==> src/rtl/sd_pkg.sv <==
// +-----------------------------------------------------------------------------+
// | Module      : sd_pkg                                                        |
// | Description : sd_interface register map and DMA sequencer state encoding.   |
// | Revision    : 1.0 - initial release                                         |
// +-----------------------------------------------------------------------------+
`default_nettype none

package sd_pkg;

   localparam logic [7:0] REG_LBA0 = 8'h00;
   localparam logic [7:0] REG_LBA1 = 8'h01;
   localparam logic [7:0] REG_LBA2 = 8'h02;
   localparam logic [7:0] REG_LBA3 = 8'h03;
   localparam logic [7:0] REG_BUSY = 8'h04;
   localparam logic [7:0] REG_RD   = 8'h05;
   localparam logic [7:0] REG_WR   = 8'h06;
   localparam logic [7:0] REG_PAGE = 8'h07;
   localparam logic [7:0] REG_STAT = 8'h08;
   localparam logic [7:0] BUF_BASE = 8'h80;

   typedef enum logic [3:0] {
      ST_IDLE     = 4'd0,
      ST_PRE_POLL = 4'd1,
      ST_SET_ADDR = 4'd2,
      ST_START    = 4'd3,
      ST_GUARD    = 4'd4,
      ST_POLL     = 4'd5,
      ST_SET_PAGE = 4'd6,
      ST_COPY     = 4'd7,
      ST_NEXT     = 4'd8,
      ST_DONE     = 4'd9
   } dma_state_e;

endpackage

`default_nettype wire

==> src/rtl/sd_bus_mux.sv <==
// +-----------------------------------------------------------------------------+
// | Module      : sd_bus_mux                                                    |
// | Description : Selects CPU or sequencer onto the sd register bus.            |
// | Revision    : 1.0 - initial release                                         |
// +-----------------------------------------------------------------------------+
`default_nettype none

module sd_bus_mux (
   input  logic       fsm_sel_i,
   input  logic       busy_i,
   input  logic       cpu_cs_i,
   input  logic       cpu_rw_n_i,
   input  logic [7:0] cpu_addr_i,
   input  logic [7:0] cpu_wdata_i,
   output logic [7:0] cpu_rdata_o,
   input  logic       fsm_cs_i,
   input  logic       fsm_rw_n_i,
   input  logic [7:0] fsm_addr_i,
   input  logic [7:0] fsm_wdata_i,
   output logic       sd_cs_o,
   output logic       sd_rw_n_o,
   output logic [7:0] sd_addr_o,
   output logic [7:0] sd_wdata_o,
   input  logic [7:0] sd_rdata_i
);

   // CPU chip select is dropped entirely while the sequencer owns the bus
   always_comb begin
      sd_cs_o     = fsm_sel_i ? fsm_cs_i    : cpu_cs_i;
      sd_rw_n_o   = fsm_sel_i ? fsm_rw_n_i  : cpu_rw_n_i;
      sd_addr_o   = fsm_sel_i ? fsm_addr_i  : cpu_addr_i;
      sd_wdata_o  = fsm_sel_i ? fsm_wdata_i : cpu_wdata_i;
      cpu_rdata_o = busy_i    ? 8'hFF       : sd_rdata_i;
   end

endmodule

`default_nettype wire

==> src/rtl/sd_dma_ctrl.sv <==
// +-----------------------------------------------------------------------------+
// | Module      : sd_dma_ctrl                                                   |
// | Description : Copies N 512-byte SD sectors into byte-wide memory.           |
// | Revision    : 1.0 - initial release                                         |
// +-----------------------------------------------------------------------------+
`default_nettype none

module sd_dma_ctrl
   import sd_pkg::*;
#(
   parameter int MEM_AW       = 16,
   parameter int GUARD_CYCLES = 4,
   parameter int TIMEOUT      = 1000000
) (
   input  logic              clk_i,
   input  logic              rst_i,
   input  logic              start_i,
   input  logic [31:0]       sector_i,
   input  logic [7:0]        count_i,
   input  logic [MEM_AW-1:0] dest_i,
   output logic              busy_o,
   output logic              done_o,
   output logic              err_o,
   input  logic              cpu_cs_i,
   input  logic              cpu_rw_n_i,
   input  logic [7:0]        cpu_addr_i,
   input  logic [7:0]        cpu_wdata_i,
   output logic [7:0]        cpu_rdata_o,
   output logic              sd_cs_o,
   output logic              sd_rw_n_o,
   output logic [7:0]        sd_addr_o,
   output logic [7:0]        sd_wdata_o,
   input  logic [7:0]        sd_rdata_i,
   output logic              mem_we_o,
   output logic [MEM_AW-1:0] mem_addr_o,
   output logic [7:0]        mem_wdata_o
);

   localparam logic [23:0] c_tmo_last   = 24'(TIMEOUT - 1);
   localparam logic [23:0] c_guard_last = 24'(GUARD_CYCLES - 1);

   dma_state_e        r_state, w_next;
   logic [31:0]       r_sector;
   logic [7:0]        r_count;
   logic [MEM_AW-1:0] r_dest;
   logic [1:0]        r_page;
   logic [6:0]        r_idx;
   logic [23:0]       r_cnt;
   logic              r_poll_vld;
   logic              r_busy;
   logic              r_err;
   logic              r_we;
   logic [MEM_AW-1:0] r_maddr;

   logic              w_fsm_cs;
   logic              w_fsm_rw_n;
   logic [7:0]        w_fsm_addr;
   logic [7:0]        w_fsm_wdata;
   logic              w_poll_clr;
   logic              w_tmo_hit;
   logic              w_is_poll;

   // Read data is valid one cycle after a busy-register read was issued
   assign w_poll_clr = r_poll_vld & ~sd_rdata_i[0];
   assign w_tmo_hit  = (r_cnt == c_tmo_last);
   assign w_is_poll  = (r_state == ST_PRE_POLL) || (r_state == ST_POLL);

   always_comb begin
      w_next      = r_state;
      w_fsm_cs    = 1'b0;
      w_fsm_rw_n  = 1'b1;
      w_fsm_addr  = 8'h00;
      w_fsm_wdata = 8'h00;
      case (r_state)
         ST_IDLE: begin
            if (start_i && !r_busy)
               w_next = (count_i == 8'd0) ? ST_DONE : ST_PRE_POLL;
         end
         ST_PRE_POLL, ST_POLL: begin
            if (w_poll_clr)
               w_next = (r_state == ST_PRE_POLL) ? ST_SET_ADDR : ST_SET_PAGE;
            else if (w_tmo_hit)
               w_next = ST_DONE;
            else begin
               w_fsm_cs   = 1'b1;
               w_fsm_addr = REG_BUSY;
            end
         end
         ST_SET_ADDR: begin
            w_fsm_cs   = 1'b1;
            w_fsm_rw_n = 1'b0;
            w_fsm_addr = REG_LBA0 + {6'd0, r_cnt[1:0]};
            case (r_cnt[1:0])
               2'd0:    w_fsm_wdata = r_sector[7:0];
               2'd1:    w_fsm_wdata = r_sector[15:8];
               2'd2:    w_fsm_wdata = r_sector[23:16];
               default: w_fsm_wdata = r_sector[31:24];
            endcase
            if (r_cnt[1:0] == 2'd3)
               w_next = ST_START;
         end
         ST_START: begin
            w_fsm_cs   = 1'b1;
            w_fsm_rw_n = 1'b0;
            w_fsm_addr = REG_RD;
            w_next     = ST_GUARD;
         end
         ST_GUARD: begin
            if (r_cnt >= c_guard_last)
               w_next = ST_POLL;
         end
         ST_SET_PAGE: begin
            // second cycle is an idle settle after the page write
            if (r_cnt == 24'd0) begin
               w_fsm_cs    = 1'b1;
               w_fsm_rw_n  = 1'b0;
               w_fsm_addr  = REG_PAGE;
               w_fsm_wdata = {6'd0, r_page};
            end else begin
               w_next = ST_COPY;
            end
         end
         ST_COPY: begin
            w_fsm_cs   = 1'b1;
            w_fsm_addr = BUF_BASE | {1'b0, r_idx};
            if (r_idx == 7'd127)
               w_next = ST_NEXT;
         end
         ST_NEXT: begin
            if (r_page != 2'd3)
               w_next = ST_SET_PAGE;
            else if (r_count == 8'd1)
               w_next = ST_DONE;
            else
               w_next = ST_SET_ADDR;
         end
         ST_DONE: w_next = ST_IDLE;
         default: w_next = ST_IDLE;
      endcase
   end

   always_ff @(posedge clk_i) begin
      if (rst_i) begin
         r_state    <= ST_IDLE;
         r_sector   <= 32'd0;
         r_count    <= 8'd0;
         r_dest     <= '0;
         r_page     <= 2'd0;
         r_idx      <= 7'd0;
         r_cnt      <= 24'd0;
         r_poll_vld <= 1'b0;
         r_busy     <= 1'b0;
         r_err      <= 1'b0;
         r_we       <= 1'b0;
         r_maddr    <= '0;
      end else begin
         r_state    <= w_next;
         r_busy     <= (w_next != ST_IDLE);
         r_cnt      <= (w_next != r_state) ? 24'd0 : r_cnt + 24'd1;
         r_poll_vld <= w_is_poll & w_fsm_cs;
         r_idx      <= (r_state == ST_COPY) ? r_idx + 7'd1 : 7'd0;
         r_we       <= (r_state == ST_COPY);
         r_maddr    <= r_dest + MEM_AW'({r_page, r_idx});

         if (r_state == ST_IDLE && start_i && !r_busy) begin
            r_sector <= sector_i;
            r_count  <= count_i;
            r_dest   <= dest_i;
            r_err    <= 1'b0;
         end

         if (w_is_poll && !w_poll_clr && w_tmo_hit)
            r_err <= 1'b1;

         if (r_state == ST_POLL && w_poll_clr)
            r_page <= 2'd0;

         if (r_state == ST_NEXT) begin
            if (r_page != 2'd3) begin
               r_page <= r_page + 2'd1;
            end else begin
               r_sector <= r_sector + 32'd1;
               r_dest   <= r_dest + MEM_AW'(512);
               r_count  <= r_count - 8'd1;
            end
         end
      end
   end

   assign busy_o      = r_busy;
   assign done_o      = (r_state == ST_DONE);
   assign err_o       = r_err;
   assign mem_we_o    = r_we;
   assign mem_addr_o  = r_maddr;
   assign mem_wdata_o = sd_rdata_i;

   sd_bus_mux u_bus_mux (
      .fsm_sel_i   (r_state != ST_IDLE),
      .busy_i      (r_busy),
      .cpu_cs_i    (cpu_cs_i),
      .cpu_rw_n_i  (cpu_rw_n_i),
      .cpu_addr_i  (cpu_addr_i),
      .cpu_wdata_i (cpu_wdata_i),
      .cpu_rdata_o (cpu_rdata_o),
      .fsm_cs_i    (w_fsm_cs),
      .fsm_rw_n_i  (w_fsm_rw_n),
      .fsm_addr_i  (w_fsm_addr),
      .fsm_wdata_i (w_fsm_wdata),
      .sd_cs_o     (sd_cs_o),
      .sd_rw_n_o   (sd_rw_n_o),
      .sd_addr_o   (sd_addr_o),
      .sd_wdata_o  (sd_wdata_o),
      .sd_rdata_i  (sd_rdata_i)
   );

endmodule

`default_nettype wire

==> config.mk <==
export PLATFORM = sky130hd
export DESIGN_NAME = sd_dma_ctrl
export DESIGN_NICKNAME = d
export VERILOG_FILES = /design/src/rtl/sd_pkg.sv /design/src/rtl/sd_bus_mux.sv /design/src/rtl/sd_dma_ctrl.sv
export SDC_FILE = /design/constraint.sdc
export NUM_CORES = 1
export LEC_CHECK = 0
export CAP_MARGIN = 5
export CORE_MARGIN = 8
export CORE_UTILIZATION = 40
export DETAILED_ROUTE_END_ITERATION = 10
export MAX_ROUTING_LAYER = met4
export PLACE_DENSITY = 0.77
export SETUP_SLACK_MARGIN = 0.1
export SYNTH_ARGS = -nofsm -noshare
export SYNTH_HDL_FRONTEND = slang
export SYNTH_SLANG_ARGS = --single-unit
==> constraint.sdc <==
create_clock -name clk_i -period 3.3 [get_ports clk_i]
set_clock_uncertainty 0.2 [all_clocks]
set_input_delay 0.66 -clock clk_i [delete_from_list [all_inputs] [get_ports clk_i]]
set_output_delay 0.66 -clock clk_i [all_outputs]
set_load 0.005 [all_outputs]
After elaboration in Yosys (flattened, before gate mapping)
Cells that the tools add are included.
Widths: inputs -> output; s select.
- register bits after elaboration: 113
- output and inout bits: 54
- logic and storage cells: 106
- add/subtract/negate cells: 7
- magnitude comparators: 1
- eq/ne operators: 17
- mux-type cells: 44
- bitwise logic cells: 4
- reductions and logical operators: 21
- operators by type and width (operator ; number):
    $mux 32 ; 3
    $mux 16 ; 3
    $mux 8 ; 6
    $mux 4 ; 10
    $pmux 8 s5 ; 1
    $add 32x1->32 const B ; 1
    $pmux 4 s8 ; 1
    $add 24x1->24 const B ; 1
    $eq 24x20->1 const B ; 1
    $ge 24x2->1 const B ; 1
    $logic_not 24->1 ; 1
    $pmux 8 s3 ; 1
    $add 16x10->16 const B ; 1
    $add 16x9->16 ; 1
    $eq 4x3->1 const B ; 4
    $pmux 8 s2 ; 1
    $mux 3 ; 4
    $eq 4x2->1 const B ; 2
    $eq 4x4->1 const B ; 2
    $eq 8x1->1 const B ; 1
    $logic_not 8->1 ; 1
    $mux 1 ; 8
    $mux 2 ; 4
    $reduce_bool 4->1 ; 2
    21 further kinds ; 33

Depth between registers and ports, before layout
- depth in word-level cells: 6
- depth in mapped cells: 9
- depth with buffers taken out: 9

Hierarchy
A second synthesis with hierarchy kept.
- cell total of the unflattened synthesis: 823
- area, all modules: 6510.0 um^2
- by module, submodules not included (module ; times used ; cells each ; area an instance (um^2) ; seq. area each (um^2)):
    sd_dma_ctrl ; 1 ; 795 ; 6188.4 ; 2262.2
    sd_bus_mux ; 1 ; 28 ; 321.6 ; 0.0

Least setup slack after synthesis
Ideal clock, no wire load.
- path kind: reg-to-output
- start point: register r_cnt[0]
- end point: output sd_addr_o[2]
- arrival: 1.775 ns
- required time: 2.440 ns
- path slack: 0.665 ns
- cell stages (with the launch flop): 8
- path through: dfxtp_1 -> ha_1 -> clkbuf_1 -> nand3_1 -> nor4_1 -> nand2b_1 -> a21oi_1 -> o21ai_0
- longest elaborated chain between the ends: 5
- ends and longest elaborated chain (what ; line ; source):
    from (decl) ; sd_dma_ctrl.sv:48 ; logic [23:0] r_cnt;
    from (signal assigned) ; sd_dma_ctrl.sv:159 ; r_cnt <= (w_next != r_state) ? 24'd0 : r_cnt + 24'd1;
    $eq 24x20->1 ; sd_dma_ctrl.sv:65 ; assign w_tmo_hit = (r_cnt == c_tmo_last);
    $mux 3 ; sd_dma_ctrl.sv:82 ; else if (w_tmo_hit)
    $mux 3 ; sd_dma_ctrl.sv:80 ; if (w_poll_clr)
    $pmux 8 s5 (*) ; sd_dma_ctrl.sv:74 ; case (r_state)
    $mux 8 (*) ; sd_bus_mux.sv:31 ; sd_addr_o = fsm_sel_i ? fsm_addr_i : cpu_addr_i;
    to (decl) ; sd_dma_ctrl.sv:31 ; output logic [7:0] sd_addr_o,
Every way passes the cells marked *; elsewhere a longest branch is shown, timed or not.

Worst setup path in the final report
- start point: register r_cnt[1]
- end point: output sd_wdata_o[3]
- longest elaborated chain between the ends: 4
- ends and longest elaborated chain (what ; line ; source):
    $eq 2x2->1 (tied with other cells) ; sd_dma_ctrl.sv:93 ; case (r_cnt[1:0])
    $pmux 8 s3 (*) ; sd_dma_ctrl.sv:93 ;
    $pmux 8 s2 (*) ; sd_dma_ctrl.sv:74 ;
    $mux 8 (*) ; sd_bus_mux.sv:32 ; sd_wdata_o = fsm_sel_i ? fsm_wdata_i : cpu_wdata_i;
    to (decl) ; sd_dma_ctrl.sv:32 ; output logic [7:0] sd_wdata_o,
Marks and branches as above.

==> summary.txt <==
Layout
  – Area grow syn2layout: 35.6%
  – Antenna Cells: 0
  – Layout cell share with drive strength beyond 1: 11.3%
  – Final nets: 1055
  – Fill cell count: 1437
  – Multi-input gate area in the final layout: 3850 µm²
  – FF/Latch Area: 2270 µm²

Critical path
  – CP Max Fanout: 8
  – Critical path required time: 2.44 ns
  – WS Path Type: reg2out
  – Crit end category: output port
  – Setup crit start kind: flop
  – Worst Path Arrival: 2.29 ns

Die
  – Chip width: 143 µm
  – Core Rows: 46
  – Top Ports: 139
  – Initial Util: 40.6%
  – Die height: 143 µm
  – Die area: 20400 µm²
  – CORE AREA: 15800 µm²

Detailed routing
  – Vias per cell: 5.63
  – 1st-iter DRT viols: 654
  – Drt wl/cell: 16.6 µm
  – Pre-antenna DRT Iters: 6
  – Drt total wl: 19600 µm
  – DR DRC count: 0
  – Vias: 6635
  – DRT antenna net count: 0

Power
  – Design Power: 4.49 mW
  – Pwr Density: 515 nW/µm²
  – VDD IR max: 0.381 mV
  – Leak: 3.14 nW

STA
  – Final slew viol count: 0
  – Final worst path period need: 3.15 ns
  – Final setup vio count: 0
  – Worst slew margin: 58.7%
  – Final hold vios: 0
  – Fin crit share: 95.5%
  – Transition time of the tightest slew-check pin: 0.614 ns
  – Setup TNS: 0 ns
  – RSZ-0062 raised after global routing: yes
  – Peak Freq: 0.317 GHz

Logic synthesis
  – Mapped Area: 6430 µm²
  – EDFF count, synth: 0
  – Synthesized area per cell: 7.80 µm²
  – Synth cell count leaders: dfxtp_1 (113), nand2_1 (96), nor2_1 (94)
  – Ys async rst share: 0%
  – Synth top area share: 35.2%
  – Synth Flop Type: dfxtp_1
  – Ys Warns: 0
  – Sequential area share after synthesis: 35.2%
  – Count of different cell masters after synthesis: 65
  – Syn nets: 930
  – Area contributors post-synth: dfxtp_1 (35%), nand2_1 (5.6%), nor2_1 (5.5%)
  – #FFs+latches synth: 113
  – Syn Inst Count: 825
  – Synth area leader: dfxtp_1
  – Count leader, synth: dfxtp_1

Placement
  – Final Wtd Congestion: 0.943
  – Post-DP HPWL: 14300 µm
  – IO buf count: 138

Clock tree
  – CTS tree: done
  – Root buffer cell: clkbuf_16
  – Maximum clock insertion buffer count: 2
  – Clk_lat worst skew: 0.42 ns
  – Htree depth: 4
  – Clock slew at reported path FFs: 0.05 ns
  – Clock Sinks: 113
  – Hold Buf Count CTS: 0
  – CTS Buf Count: 17

Job
  – # Max-Cap Violations: 0

Global routing
  – GRT Util Overall: 19.8%
  – Vias in the first global route: 6263
  – Initial antenna violation count: 0
  – First-pass GRT wire length: 31500 µm
  – Pin count of the biggest net entering global routing: 75
  – Total global routing overflow: 0

Min path
  – Worst Hold Class: reg2reg

Run status
  – Status: completed
## cells in the final DEF (no fill, tap or decap), types with 12 or more instances in the layout
cell type / Yosys / final
clkdlybuf4s50_1: 0 / 132
dfxtp_1: 113 / 108
nand2_1: 96 / 96
nor2_1: 94 / 92
a21oi_1: 41 / 40
o21ai_0: 42 / 37
nor3_1: 33 / 32
nand3_1: 32 / 32
inv_1: 28 / 28
buf_4: 8 / 23
nor2_2: 19 / 20
xor2_1: 18 / 18
clkbuf_16: 0 / 17
ha_1: 19 / 16
a222oi_1: 15 / 15
nor4_1: 18 / 14
a31oi_1: 14 / 14
a221oi_1: 14 / 14
xnor2_1: 14 / 14
nand4_1: 13 / 13
and3_1: 13 / 12
## stage by stage
step	instance area (µm²)	cells	worst slack (ns)	utilization, %	hold WS (ns)
after CTS	8700	1178	0.0159	55.0	0.249
final	8720	1179	0.148	55.1	0.258
after detailed placement	8000	1146	0.153	50.5	0.253
after global routing	8720	1179	0.0509	55.1	0.266
after floorplan	6430	825	0.665	-	0.241
after global placement	8000	1146	0.215	50.5	0.252
## repair_timing
action                     in CTS  in global routing
setup endpoints to repair      13                 11
pin swaps                       8                  7
gates resized for setup        22                  7
buffers inserted                0                  1
## state kept, by name, indices dropped and copies added, names as in the netlist
signal	flops
busy_o	1
err_o	1
mem_addr_o	16
mem_we_o	1
r_cnt	24
r_count	8
r_dest	16
r_idx	7
r_page	2
r_poll_vld	1
r_sector	32
r_state	4
## routing by layer
metal	wire length (µm)	up-vias	global-route usage, %
met5	0	-	-
met4	608	0	8.78
met3	1400	52	5.11
met2	9200	264	31.5
met1	8360	3075	23.3
li1	-	3244	-
## path summary, 6_finish.rpt
check        slack, ns  cells past startpoint             to      start
max reg2reg       0.44                      8       r_cnt[2]  r_page[0]
min reg2reg       0.26                      1       r_cnt[0]   r_cnt[0]
max               0.15                      6  sd_wdata_o[3]   r_cnt[1]
min               0.26                      1       r_cnt[0]   r_cnt[0]
## power by group
part | internal (mW) | switching, mW | total, mW | leakage (nW)
registers | 1.47 | 0.127 | 1.59 | 0.922
logic | 0.440 | 0.425 | 0.865 | 1.90
clock network | 1.39 | 0.643 | 2.04 | 0.316
## final cells by class
cell class	count	share of cell area [%]
Sequential cell	113	26.1
Timing Repair Buffer	162	18.0
Clock inverter	10	2.07
Tap cell	216	3.10
Clock buffer	22	5.44
Multi-Input combinational cell	628	44.2
Inverter	28	1.20
## logic make-up after synthesis
logic type,count (synthesis),synth area share [%]
AOI/OAI and AO/OA,192,20.6
DFF,113,35.2
xor gates and xnor gates,32,4.36
buffers and inverters,84,5.93
and+or+nand+nor,378,28.9
muxes,6,1.03
adders and majority gates,20,4.01
## critical path, cell delays in order (launching register included)
cell and delay, ns:
dfxtp_4 0.38, inv_1 0.07, ha_2 0.22, a222oi_1 0.38, o21ai_0 0.17, a22o_1 0.21, clkdlybuf4s50_1 0.44
No activity file was read; power rests on OpenSTA's default activity.
